==> src/rtl/reqbus_wb_bridge_pkg.sv <==
// Shared types and constants for the request-bus to Wishbone bridge.
package reqbus_wb_bridge_pkg;

    localparam logic [2:0] LEN_SINGLE = 3'd1;
    localparam logic [2:0] LEN_LINE   = 3'd4;

    localparam int unsigned FIFO_DEPTH = 4;

    typedef enum logic [1:0] {
        StIdle,
        StWrWait,
        StWrCyc,
        StRdCyc
    } state_e;

    // Word address of a beat; line bursts wrap inside the 16-byte line.
    function automatic logic [31:0] beat_addr(input logic [31:0] base, input logic [1:0] beat);
        logic [1:0] word;
        word = base[3:2] + beat;
        return {base[31:4], word, 2'b00};
    endfunction

endpackage

==> src/rtl/sync_fifo4.sv <==
// 32-bit synchronous FIFO with combinational head and synchronous flush.
module sync_fifo4
    import reqbus_wb_bridge_pkg::*;
(
    input  logic        clk_i,
    input  logic        flush_i,
    input  logic        push_i,
    input  logic [31:0] wdata_i,
    input  logic        pop_i,
    output logic [31:0] rdata_o,
    output logic        full_o,
    output logic        empty_o
);

    localparam int unsigned PtrW = $clog2(FIFO_DEPTH);

    logic [31:0]     mem_q [FIFO_DEPTH];
    logic [PtrW-1:0] wr_ptr_q;
    logic [PtrW-1:0] rd_ptr_q;
    logic [PtrW:0]   count_q;
    logic            do_push;
    logic            do_pop;

    assign full_o  = (count_q == (PtrW + 1)'(FIFO_DEPTH));
    assign empty_o = (count_q == '0);
    assign do_push = push_i & ~full_o;
    assign do_pop  = pop_i & ~empty_o;
    assign rdata_o = mem_q[rd_ptr_q];

    always_ff @(posedge clk_i) begin
        if (flush_i) begin
            wr_ptr_q <= '0;
            rd_ptr_q <= '0;
            count_q  <= '0;
        end else begin
            if (do_push) wr_ptr_q <= wr_ptr_q + 1'b1;
            if (do_pop)  rd_ptr_q <= rd_ptr_q + 1'b1;
            count_q <= count_q + {{PtrW{1'b0}}, do_push} - {{PtrW{1'b0}}, do_pop};
        end
    end

    always_ff @(posedge clk_i) begin
        if (do_push) mem_q[wr_ptr_q] <= wdata_i;
    end

endmodule

==> src/rtl/reqbus_wb_bridge.sv <==
// Responder for CPU request/write/read streams; issues one Wishbone classic cycle per beat,
// buffering write and read data in small FIFOs, with a bus-error and timeout path.
module reqbus_wb_bridge
    import reqbus_wb_bridge_pkg::*;
#(
    parameter int unsigned TIMEOUT  = 255,
    parameter logic [31:0] ERR_DATA = 32'hFFFF_FFFF
) (
    input  logic        clk_i,
    input  logic        rst_i,
    input  logic        req_valid,
    output logic        req_ready,
    input  logic [2:0]  req_len,
    input  logic [3:0]  req_mask,
    input  logic [31:0] req_addr,
    input  logic        req_we,
    input  logic        write_valid,
    input  logic [31:0] write_data,
    output logic        read_valid,
    output logic [31:0] read_data,
    input  logic        read_ack,
    output logic        wb_cyc_o,
    output logic        wb_stb_o,
    output logic        wb_we_o,
    output logic [31:0] wb_adr_o,
    output logic [3:0]  wb_sel_o,
    output logic [31:0] wb_dat_o,
    input  logic [31:0] wb_dat_i,
    input  logic        wb_ack_i,
    input  logic        wb_err_i,
    output logic        bus_err,
    output logic        req_overrun
);

    localparam int unsigned     TmoW    = $clog2(TIMEOUT + 1);
    localparam logic [TmoW-1:0] TmoLast = TmoW'(TIMEOUT - 1);

    state_e          state_q, state_d;
    logic [31:0]     base_q, base_d;
    logic [2:0]      len_q, len_d;
    logic [2:0]      beat_q, beat_d;
    logic [3:0]      sel_q, sel_d;
    logic            cyc_q, cyc_d;
    logic            we_q, we_d;
    logic [31:0]     adr_q, adr_d;
    logic [3:0]      wsel_q, wsel_d;
    logic [31:0]     dat_q, dat_d;
    logic [TmoW-1:0] tmo_q, tmo_d;
    logic            bus_err_q, bus_err_d;
    logic            overrun_q, overrun_d;

    logic        wr_push, wr_pop, wr_full, wr_empty;
    logic [31:0] wr_head;
    logic        rd_push, rd_full, rd_empty;
    logic [31:0] rd_wdata;

    logic       req_line;
    logic [3:0] req_sel;
    logic       tmo_hit;
    logic       term;
    logic       err_beat;
    logic       last_beat;

    assign req_line  = (req_len == LEN_LINE);
    assign req_sel   = req_line ? 4'hF : req_mask;
    assign tmo_hit   = (tmo_q == TmoLast);
    assign term      = cyc_q & (wb_ack_i | wb_err_i | tmo_hit);
    // Error wins over ack; a timeout only counts if the slave stayed silent.
    assign err_beat  = wb_err_i | (tmo_hit & ~wb_ack_i);
    assign last_beat = ((beat_q + 3'd1) == len_q);
    assign wr_push   = write_valid & ~wr_full;

    sync_fifo4 u_wr_fifo (
        .clk_i   (clk_i),
        .flush_i (rst_i),
        .push_i  (wr_push),
        .wdata_i (write_data),
        .pop_i   (wr_pop),
        .rdata_o (wr_head),
        .full_o  (wr_full),
        .empty_o (wr_empty)
    );

    sync_fifo4 u_rd_fifo (
        .clk_i   (clk_i),
        .flush_i (rst_i),
        .push_i  (rd_push),
        .wdata_i (rd_wdata),
        .pop_i   (read_ack),
        .rdata_o (read_data),
        .full_o  (rd_full),
        .empty_o (rd_empty)
    );

    always_ff @(posedge clk_i) begin
        if (rst_i) state_q <= StIdle;
        else       state_q <= state_d;
    end

    always_comb begin
        state_d = state_q;
        unique case (state_q)
            StIdle:   if (req_valid) state_d = req_we ? StWrWait : StRdCyc;
            StWrWait: if (!wr_empty) state_d = StWrCyc;
            StWrCyc:  if (term) state_d = last_beat ? StIdle : StWrWait;
            StRdCyc:  if (term && last_beat) state_d = StIdle;
            default:  state_d = StIdle;
        endcase
    end

    always_comb begin
        base_d    = base_q;
        len_d     = len_q;
        sel_d     = sel_q;
        beat_d    = beat_q;
        cyc_d     = term ? 1'b0 : cyc_q;
        we_d      = we_q;
        adr_d     = adr_q;
        wsel_d    = wsel_q;
        dat_d     = dat_q;
        tmo_d     = cyc_q ? tmo_q + 1'b1 : tmo_q;
        wr_pop    = 1'b0;
        rd_push   = 1'b0;
        rd_wdata  = err_beat ? ERR_DATA : wb_dat_i;
        bus_err_d = term & err_beat;
        overrun_d = req_valid & (state_q != StIdle);
        unique case (state_q)
            StIdle: begin
                if (req_valid) begin
                    base_d = req_addr;
                    len_d  = req_line ? LEN_LINE : LEN_SINGLE;
                    sel_d  = req_sel;
                    beat_d = '0;
                    // Reads start straight from idle to meet the one-cycle request latency.
                    if (!req_we && !rd_full) begin
                        cyc_d  = 1'b1;
                        we_d   = 1'b0;
                        adr_d  = beat_addr(req_addr, 2'd0);
                        wsel_d = req_sel;
                        tmo_d  = '0;
                    end
                end
            end
            StWrWait: begin
                if (!wr_empty) begin
                    cyc_d  = 1'b1;
                    we_d   = 1'b1;
                    adr_d  = beat_addr(base_q, beat_q[1:0]);
                    wsel_d = sel_q;
                    dat_d  = wr_head;
                    tmo_d  = '0;
                end
            end
            StWrCyc: begin
                if (term) begin
                    wr_pop = 1'b1;
                    beat_d = beat_q + 3'd1;
                end
            end
            StRdCyc: begin
                if (term) begin
                    rd_push = 1'b1;
                    beat_d  = beat_q + 3'd1;
                end else if (!cyc_q && !rd_full) begin
                    cyc_d  = 1'b1;
                    we_d   = 1'b0;
                    adr_d  = beat_addr(base_q, beat_q[1:0]);
                    wsel_d = sel_q;
                    tmo_d  = '0;
                end
            end
            default: ;
        endcase
    end

    always_ff @(posedge clk_i) begin
        if (rst_i) begin
            base_q    <= '0;
            len_q     <= LEN_SINGLE;
            sel_q     <= '0;
            beat_q    <= '0;
            cyc_q     <= 1'b0;
            we_q      <= 1'b0;
            adr_q     <= '0;
            wsel_q    <= '0;
            dat_q     <= '0;
            tmo_q     <= '0;
            bus_err_q <= 1'b0;
            overrun_q <= 1'b0;
        end else begin
            base_q    <= base_d;
            len_q     <= len_d;
            sel_q     <= sel_d;
            beat_q    <= beat_d;
            cyc_q     <= cyc_d;
            we_q      <= we_d;
            adr_q     <= adr_d;
            wsel_q    <= wsel_d;
            dat_q     <= dat_d;
            tmo_q     <= tmo_d;
            bus_err_q <= bus_err_d;
            overrun_q <= overrun_d;
        end
    end

    assign wb_cyc_o    = cyc_q;
    assign wb_stb_o    = cyc_q;
    assign wb_we_o     = we_q;
    assign wb_adr_o    = adr_q;
    assign wb_sel_o    = wsel_q;
    assign wb_dat_o    = dat_q;
    assign read_valid  = ~rd_empty;
    assign req_ready   = wr_empty & (state_q != StWrCyc);
    assign bus_err     = bus_err_q;
    assign req_overrun = overrun_q;

endmodule

==> config.mk <==
export PLATFORM = sky130hd
export DESIGN_NAME = reqbus_wb_bridge
export DESIGN_NICKNAME = d
export VERILOG_FILES = /design/src/rtl/reqbus_wb_bridge_pkg.sv /design/src/rtl/sync_fifo4.sv /design/src/rtl/reqbus_wb_bridge.sv
export SDC_FILE = /design/constraint.sdc
export NUM_CORES = 1
export LEC_CHECK = 0
export CAP_MARGIN = 20
export CORE_UTILIZATION = 56
export CTS_CLUSTER_SIZE = 14
export DETAILED_ROUTE_END_ITERATION = 12
export PLACE_DENSITY_LB_ADDON = 0.15
export SYNTH_ARGS = -nofsm -noshare
export SYNTH_HDL_FRONTEND = slang
export SYNTH_HIERARCHICAL = 1
export SYNTH_SLANG_ARGS = --single-unit
==> constraint.sdc <==
create_clock -name clk_i -period 6.9 [get_ports clk_i]
set_input_delay 1.38 -clock clk_i [delete_from_list [all_inputs] [get_ports clk_i]]
set_output_delay 1.38 -clock clk_i [all_outputs]
set_load 0.03 [all_outputs]
=== After elaboration in Yosys (flattened, before gate mapping) ===
Memories as Yosys holds them, arrays and structs flattened. A register that Yosys moved wholly into a read port is not among the register bits.
Cells that the tools add are included.

* Register bits: 106
* Latch bits: 0
* RAM bits: 256
* ROM bits: 0
* Input bits: 111
* Output and inout bits: 107
* Logic and storage cells: 138
* Memories: 2

* Add/subtract/negate cells: 11
* Multipliers: 0
* Div/mod/pow operators: 0
* Magnitude comparators: 0
* Eq/ne operators: 17
* Shift-type cells: 0
* Muxes and demuxes: 54
* Bitwise operators: 18
* Reductions and logical operators: 18

{| class="wikitable"
|+ Memory list
! memory !! words !! width !! rd ports !! clocked after memory_dff !! write ports !! RTL line !! source
|-
| u_rd_fifo.mem_q || 4 || 32 || 1 || 1 || 1 || sync_fifo4.sv:17 || <nowiki>logic [31:0] mem_q [FIFO_DEPTH];</nowiki>
|-
| u_wr_fifo.mem_q || 4 || 32 || 1 || 1 || 1 || sync_fifo4.sv:17 ||
|}

{| class="wikitable"
|+ Operators with widths
! kind !! number
|-
| 32-bit 2-to-1 mux || 6
|-
| 32-bit one-hot mux with 3 select lines || 1
|-
| 8-bit 2-to-1 mux || 6
|-
| 4-bit 2-to-1 mux || 6
|-
| 8-bit one-hot mux with 3 select lines || 1
|-
| 1-bit 2-to-1 mux || 19
|-
| 2-bit inequality test (second input constant) || 8
|-
| 2-bit 2-to-1 mux || 7
|-
| 4-bit one-hot mux with 3 select lines || 1
|-
| 1-bit AND || 10
|-
| 3-bit equality test (second input constant) || 3
|-
| 3-bit 2-to-1 mux || 3
|-
| 2-bit by 1-bit adder with 2-bit output (second input constant) || 4
|-
| 8-bit by 1-bit adder with 8-bit output (second input constant) || 1
|-
| 8-bit equality test (second input constant) || 1
|-
| 2-bit one-hot mux with 4 select lines || 1
|-
| 3-bit by 1-bit adder with 3-bit output || 2
|-
| 3-bit logical NOT || 2
|-
| 1-bit one-hot mux with 3 select lines || 2
|-
| 3-bit one-hot mux with 2 select lines || 1
|-
| 6-bit AND reduction || 1
|-
| 3-bit by 1-bit subtractor with 3-bit output || 2
|-
| 1-bit inverter || 5
|-
| 2-bit equality test (second input constant) || 2
|-
| 15 further kinds || 23
|}

=== Logic depth before layout (Yosys ltp) ===
* Word-level depth: 8
* Depth in mapped cells: 16
* Mapped depth without buffers: 16

=== By module ===
Netlist, hierarchy kept.

{| class="wikitable"
|+ By module, submodules not included
! module !! times used !! cells each !! area each (um^2)
|-
| reqbus_wb_bridge || 1 || 600 || 5,158.7
|-
| sync_fifo4 (u_rd_fifo) || 1 || 218 || 5,132.4
|-
| sync_fifo4 (u_wr_fifo) || 1 || 218 || 5,126.2
|}

=== Least setup slack after synthesis ===
Ideal clock, no wire load.

* Kind: input-to-reg
* Start point: in wb_err_i
* End point: reg u_rd_fifo.count_q[2]
* Library setup time: 0.125 ns
* Arrival time: 3.408 ns
* Required time: 6.775 ns
* Path slack: 3.368 ns
* Stages: 14
* Cell sequence: o21a_1 > a21o_1 > nand2_1 > nor2_1 > inv_1 > nor2_1 > inv_1 > ha_1 > inv_1 > ha_1 > fa_1 > xnor2_1 > xnor2_1 > nor2_1

* Cells in the longest elaborated chain, start to end: 8

{| class="wikitable"
|+ RTL lines
! element !! RTL line !! source
|-
| from (decl) || reqbus_wb_bridge.sv:30 || <nowiki>input logic wb_err_i,</nowiki>
|-
| 1-bit OR (2 in series) || reqbus_wb_bridge.sv:67 || <nowiki>assign term = cyc_q & (wb_ack_i | wb_err_i | tmo_hit);</nowiki>
|-
| 1-bit AND || reqbus_wb_bridge.sv:67 ||
|-
| 1-bit 2-to-1 mux || reqbus_wb_bridge.sv:161 || <nowiki>if (term) begin</nowiki>
|-
| 1-bit 2-to-1 mux || reqbus_wb_bridge.sv:127 || <nowiki>unique case (state_q)</nowiki>
|-
| net rd_push || reqbus_wb_bridge.sv:54 || <nowiki>logic rd_push, rd_full, rd_empty;</nowiki>
|-
| 1-bit AND || sync_fifo4.sv:26 || <nowiki>assign do_push = push_i & ~full_o;</nowiki>
|-
| 3-bit by 1-bit adder with 3-bit output || sync_fifo4.sv:38 || <nowiki>count_q <= count_q + {{PtrW{1'b0}}, do_push} - {{PtrW{1'b0}}, do_pop};</nowiki>
|-
| 3-bit by 1-bit subtractor with 3-bit output || sync_fifo4.sv:38 ||
|-
| to (signal assigned) || sync_fifo4.sv:38 ||
|-
| to (decl) || sync_fifo4.sv:20 || <nowiki>logic [PtrW:0] count_q;</nowiki>
|}

The timed path passes the listed nets, and every way through them passes these cells.
A chain may end at the register's enable or synchronous reset.

=== Worst setup path in the final report ===
* Start point: reg state_q[0]
* End point: out req_ready

* Cells in the longest elaborated chain, start to end: 2

{| class="wikitable"
|+ RTL lines
! element !! RTL line !! source
|-
| from (decl) || reqbus_wb_bridge.sv:38 || <nowiki>state_e state_q, state_d;</nowiki>
|-
| from (signal assigned) || reqbus_wb_bridge.sv:96 || <nowiki>if (rst_i) state_q <= StIdle;</nowiki>
|-
| from (signal assigned) || reqbus_wb_bridge.sv:97 || <nowiki>else state_q <= state_d;</nowiki>
|-
| 2-bit inequality test || reqbus_wb_bridge.sv:213 || <nowiki>assign req_ready = wr_empty & (state_q != StWrCyc);</nowiki>
|-
| 1-bit AND || reqbus_wb_bridge.sv:213 ||
|-
| to (decl) || reqbus_wb_bridge.sv:12 || <nowiki>output logic req_ready,</nowiki>
|}

No other way between the ends.

==> metrics.md <==
| Metric | Value |
|---|---|
| Status | `finished, final reports clean` |
| Sw power | `slightly below 2 mW` |
| Setup repair bufs after CTS | `0` |
| Synth warnings | `6` |
| Cell Area, Placed | `17700 sq um` |
| Area of the mapped netlist | `around 15000 sq um` |
| Pin count of the biggest net entering global routing | `75` |
| Total CTS buffers | `40` |
| H-Tree Depth | `2` |
| Seq/Total Area, Yosys | `0.677` |
| Classification of the worst setup path | `register to output port` |
| Port Buf Inserts | `around 210` |
| P&R area growth vs syn | `23.1%` |
| Flops & latches, synth | `393` |
| EDFF count, synth | `between 200 and 300` |
| Total power divided by cell area | `~350 nW/um^2` |
| Register share of total power | `0.434` |
| Final Net Count | `roughly 1400` |
| P_int | `between 4 and 5 mW` |
| Worst r2r src | `state_q[0]` |
| CP max FO | `43` |
| Number of DRC markers in iteration 0 | `around 560` |
| Placed Cells | `approximately 1500` |
| Final setup fails | `0` |
| Initial DRT Pass Iterations | `4` |
| # diodes | `0` |
| Detailed placement HPWL | `around 18 mm` |
| GR peak layer | `met2` |
| Die ar. | `between 20000 and 30000 sq um` |
| Max Freq | `0.236 GHz` |
| Row cnt | `60` |
| M3 GR Usage | `0.0418` |
| Pre-CTS setup slack | `around 2.5 ns` |
| Fin crit period | `roughly 4.2 ns` |
| Worst Setup SP | `state_q[0]` |
| Worst Path Arrival | `2.85 ns` |
| Clock slew at reported path FFs | `around 0.060 ns` |
| Cells resized by post-CTS repair | `0` |
| Die H | `about 170 um` |
| Main synth FF type | `edfxtp_1` |
| RSZ-0062 raised after global routing | `no` |
| Met2 Usage GRT | `0.386` |
| Worst hold start | `wb_dat_o[17]` |
| Largest area contributor in the netlist | `edfxtp_1` |
| Hold Worst Slack | `0.453 ns` |
| Final Hold Vio Count | `0` |
| Final core utilization | `0.704` |
| TNS Setup | `0 ns` |
| Gpl congestion | `0.729` |
| Ports | `around 220` |
| Tightest Pin Transition | `around 0.98 ns` |
| Initial Utilization | `0.572` |
| Maxcap violations | `0` |
| Layout cells sized above 1 | `0.169` |
| Vias per inst | `between 5 and 6` |
| Routed WL | `about 30 mm` |
| Clk pwr share | `0.311` |
| Final Cell Area | `19000 sq um` |
| Final std cells w/o fill | `roughly 1600` |
| Netlist cell types | `55` |
| Clock buffer depth | `3` |
| CTS tree | `built` |
| Startpoint types | `register` |
| Core Area | `27000 sq um` |
| Leak Pwr | `6.26 nW` |
| Relative slew slack | `0.344` |
| Setup WS post-layout | `~2.7 ns` |
| CTS Hold Buffers Added | `0` |
| Clock root cell | `clkbuf_16` |
| Global Route Usage Sum | `0.219` |
| Antenna-violating nets left | `0` |
| Avg Inst Size Synth | `approximately 15 sq um` |
| Total chip power | `~6.7 mW` |
| Vias | `approximately 8800` |
| Clk Latency, worst-skew pair | `0.51 ns` |
| Max Slew Vio Count | `0` |
| Async S/R FF share, synth | `0` |
| IR drop worst, VDD | `between 0.0002 and 0.00025 V` |
| Area contributors post-synth | `edfxtp_1 50%, dfxtp_1 18%, mux4_2 9.1%` |
| Switching Share | `0.291` |
| GRT met1 Usage | `0.269` |
| Residual DRC | `0` |
| Global-route wire length before repair | `slightly below 50 mm` |
| Skew final | `0.0136 ns` |
| Worst Path Required | `roughly 5.5 ns` |
| Combinational fraction of design power | `0.255` |
| Min-delay worst type | `register to register` |
| Die Width | `168 um` |
| Final Cycle Share | `0.613` |
| WL/cell | `18.7 um` |
| Total gr overflow | `0` |
| Post-Synthesis Cells | `between 1000 and 1500` |
| Yosys top cell area share | `0.499` |
| Crit end category | `output port` |
| Vias in the first global route | `9179` |
| Num Clock Sinks | `between 300 and 400` |
| Initial antenna violation count | `0` |
-- kinds of logic (layout without fill, tap and decap cells) --
| logic type | count (synthesis) | in the layout | share of synthesized area |
|---|---|---|---|
| adders and majority gates | 18 | 18 | 0.0156 |
| other | 1 | 2 | 0.000243 |
| and+or+nand+nor | 291 | 291 | 0.0875 |
| AOI/OAI and AO/OA | 135 | 135 | 0.0633 |
| muxes | 96 | 96 | 0.115 |
| xor gates and xnor gates | 16 | 16 | 0.00998 |
| DFF | 393 | 393 | 0.677 |
| buffers and inverters | 86 | 323 | 0.0321 |
-- path summary, 6_finish.rpt --
| check | endpoint | slack [ns] | cells after the start |
|---|---|---|---|
| min reg2reg | wb_dat_o[17] | 0.45 | 2 |
| max reg2reg | u_rd_fifo/count_q[2] | 3.50 | 13 |
| min | wb_dat_o[17] | 0.45 | 2 |
| max | req_ready | 2.67 | 4 |
-- cell type report --
type | count | area (sq um)
fill | 1846 | 7970
timing repair buffer | 230 | 2260
clock inverter | 15 | 148
clock buffer | 56 | 1120
tap | 341 | 427
inverter | 22 | 82.6
sequential | 393 | 10400
multi-input combinational | 558 | 4510
-- Yosys cell counts (3+ instances only) --
| cell type | number |
|---|---|
| and2_1 | 9 |
| buf_4 | 5 |
| xor2_1 | 7 |
| buf_6 | 6 |
| or2_2 | 33 |
| o21ai_0 | 8 |
| nor2_1 | 52 |
| nor3_1 | 20 |
| mux2i_1 | 32 |
| a211oi_2 | 28 |
| a211oi_1 | 3 |
| ha_1 | 16 |
| clkbuf_1 | 34 |
| xnor2_1 | 8 |
| nand2_1 | 142 |
| nand2b_1 | 5 |
| or3_1 | 9 |
| dfxtp_1 | 137 |
| edfxtp_1 | 256 |
| nor2b_1 | 4 |
| buf_2 | 9 |
| buf_1 | 4 |
| inv_1 | 21 |
| a21oi_1 | 76 |
| nor3b_1 | 3 |
| mux4_2 | 62 |
| buf_12 | 6 |
| o211ai_1 | 5 |
| nand4_1 | 4 |
-- flip-flops by register name (all words and copies together) (netlist names), 3 cells and up, named ones only --
| register | count |
|---|---|
| u_wr_fifo/count_q | 3 |
| wb_adr_o | 30 |
| wb_dat_o | 32 |
| tmo_q | 8 |
| wb_sel_o | 4 |
| beat_q | 3 |
| sel_q | 4 |
| u_rd_fifo/count_q | 3 |
| base_q | 30 |
| u_rd_fifo/mem_q | 128 |
| u_wr_fifo/mem_q | 128 |
-- layer usage --
metal,up-vias,part of all wire
li1,4229,-
met1,4329,0.42
met2,207,0.51
met3,56,0.047
met4,0,0.027
met5,-,0
-- worst max-delay path: stages (launching register included) --
cell             delay, ns
dfxtp_2               0.31
buf_4                 0.53
clkinv_1              0.47
a21boi_0              0.25
clkdlybuf4s50_1       0.76
-- power by group through the flow --
stage               clock network [mW]  registers (mW)  logic, mW
CTS                               2.12            2.91       1.73
floorplan                            0            3.10       1.03
global placement                     0            2.94       1.70
finish                            2.08            2.90       1.71
global route                      2.21            2.93       1.83
detailed placement                   0            2.95       1.72
-- cell usage in the layout (no fill, tap or decap), types with 4 or more instances in the layout --
cell type        Yosys  layout
mux2i_1             32      32
or2_2               33      33
clkbuf_16            0      41
o211ai_1             5       5
edfxtp_1           256     256
clkinv_1             1       5
o21ai_0              8       8
clkinv_2             0       7
mux4_2              62      62
xnor2_1              8       8
clkdlybuf4s50_1      0     212
and2_2               0       4
clkbuf_8             0       4
xor2_1               7       7
a21oi_1             76      76
nand2_1            142     142
or3_1                9       9
and2_1               9       5
nor2_1              52      52
a211oi_2            28      28
nor2b_1              4       4
nor3_1              20      19
nand4_1              4       4
clkbuf_1            34      11
dfxtp_1            137     134
ha_1                16      16
inv_1               21      21
buf_4                5      17
nand2b_1             5       5
Power figures use the tool's default switching activity.
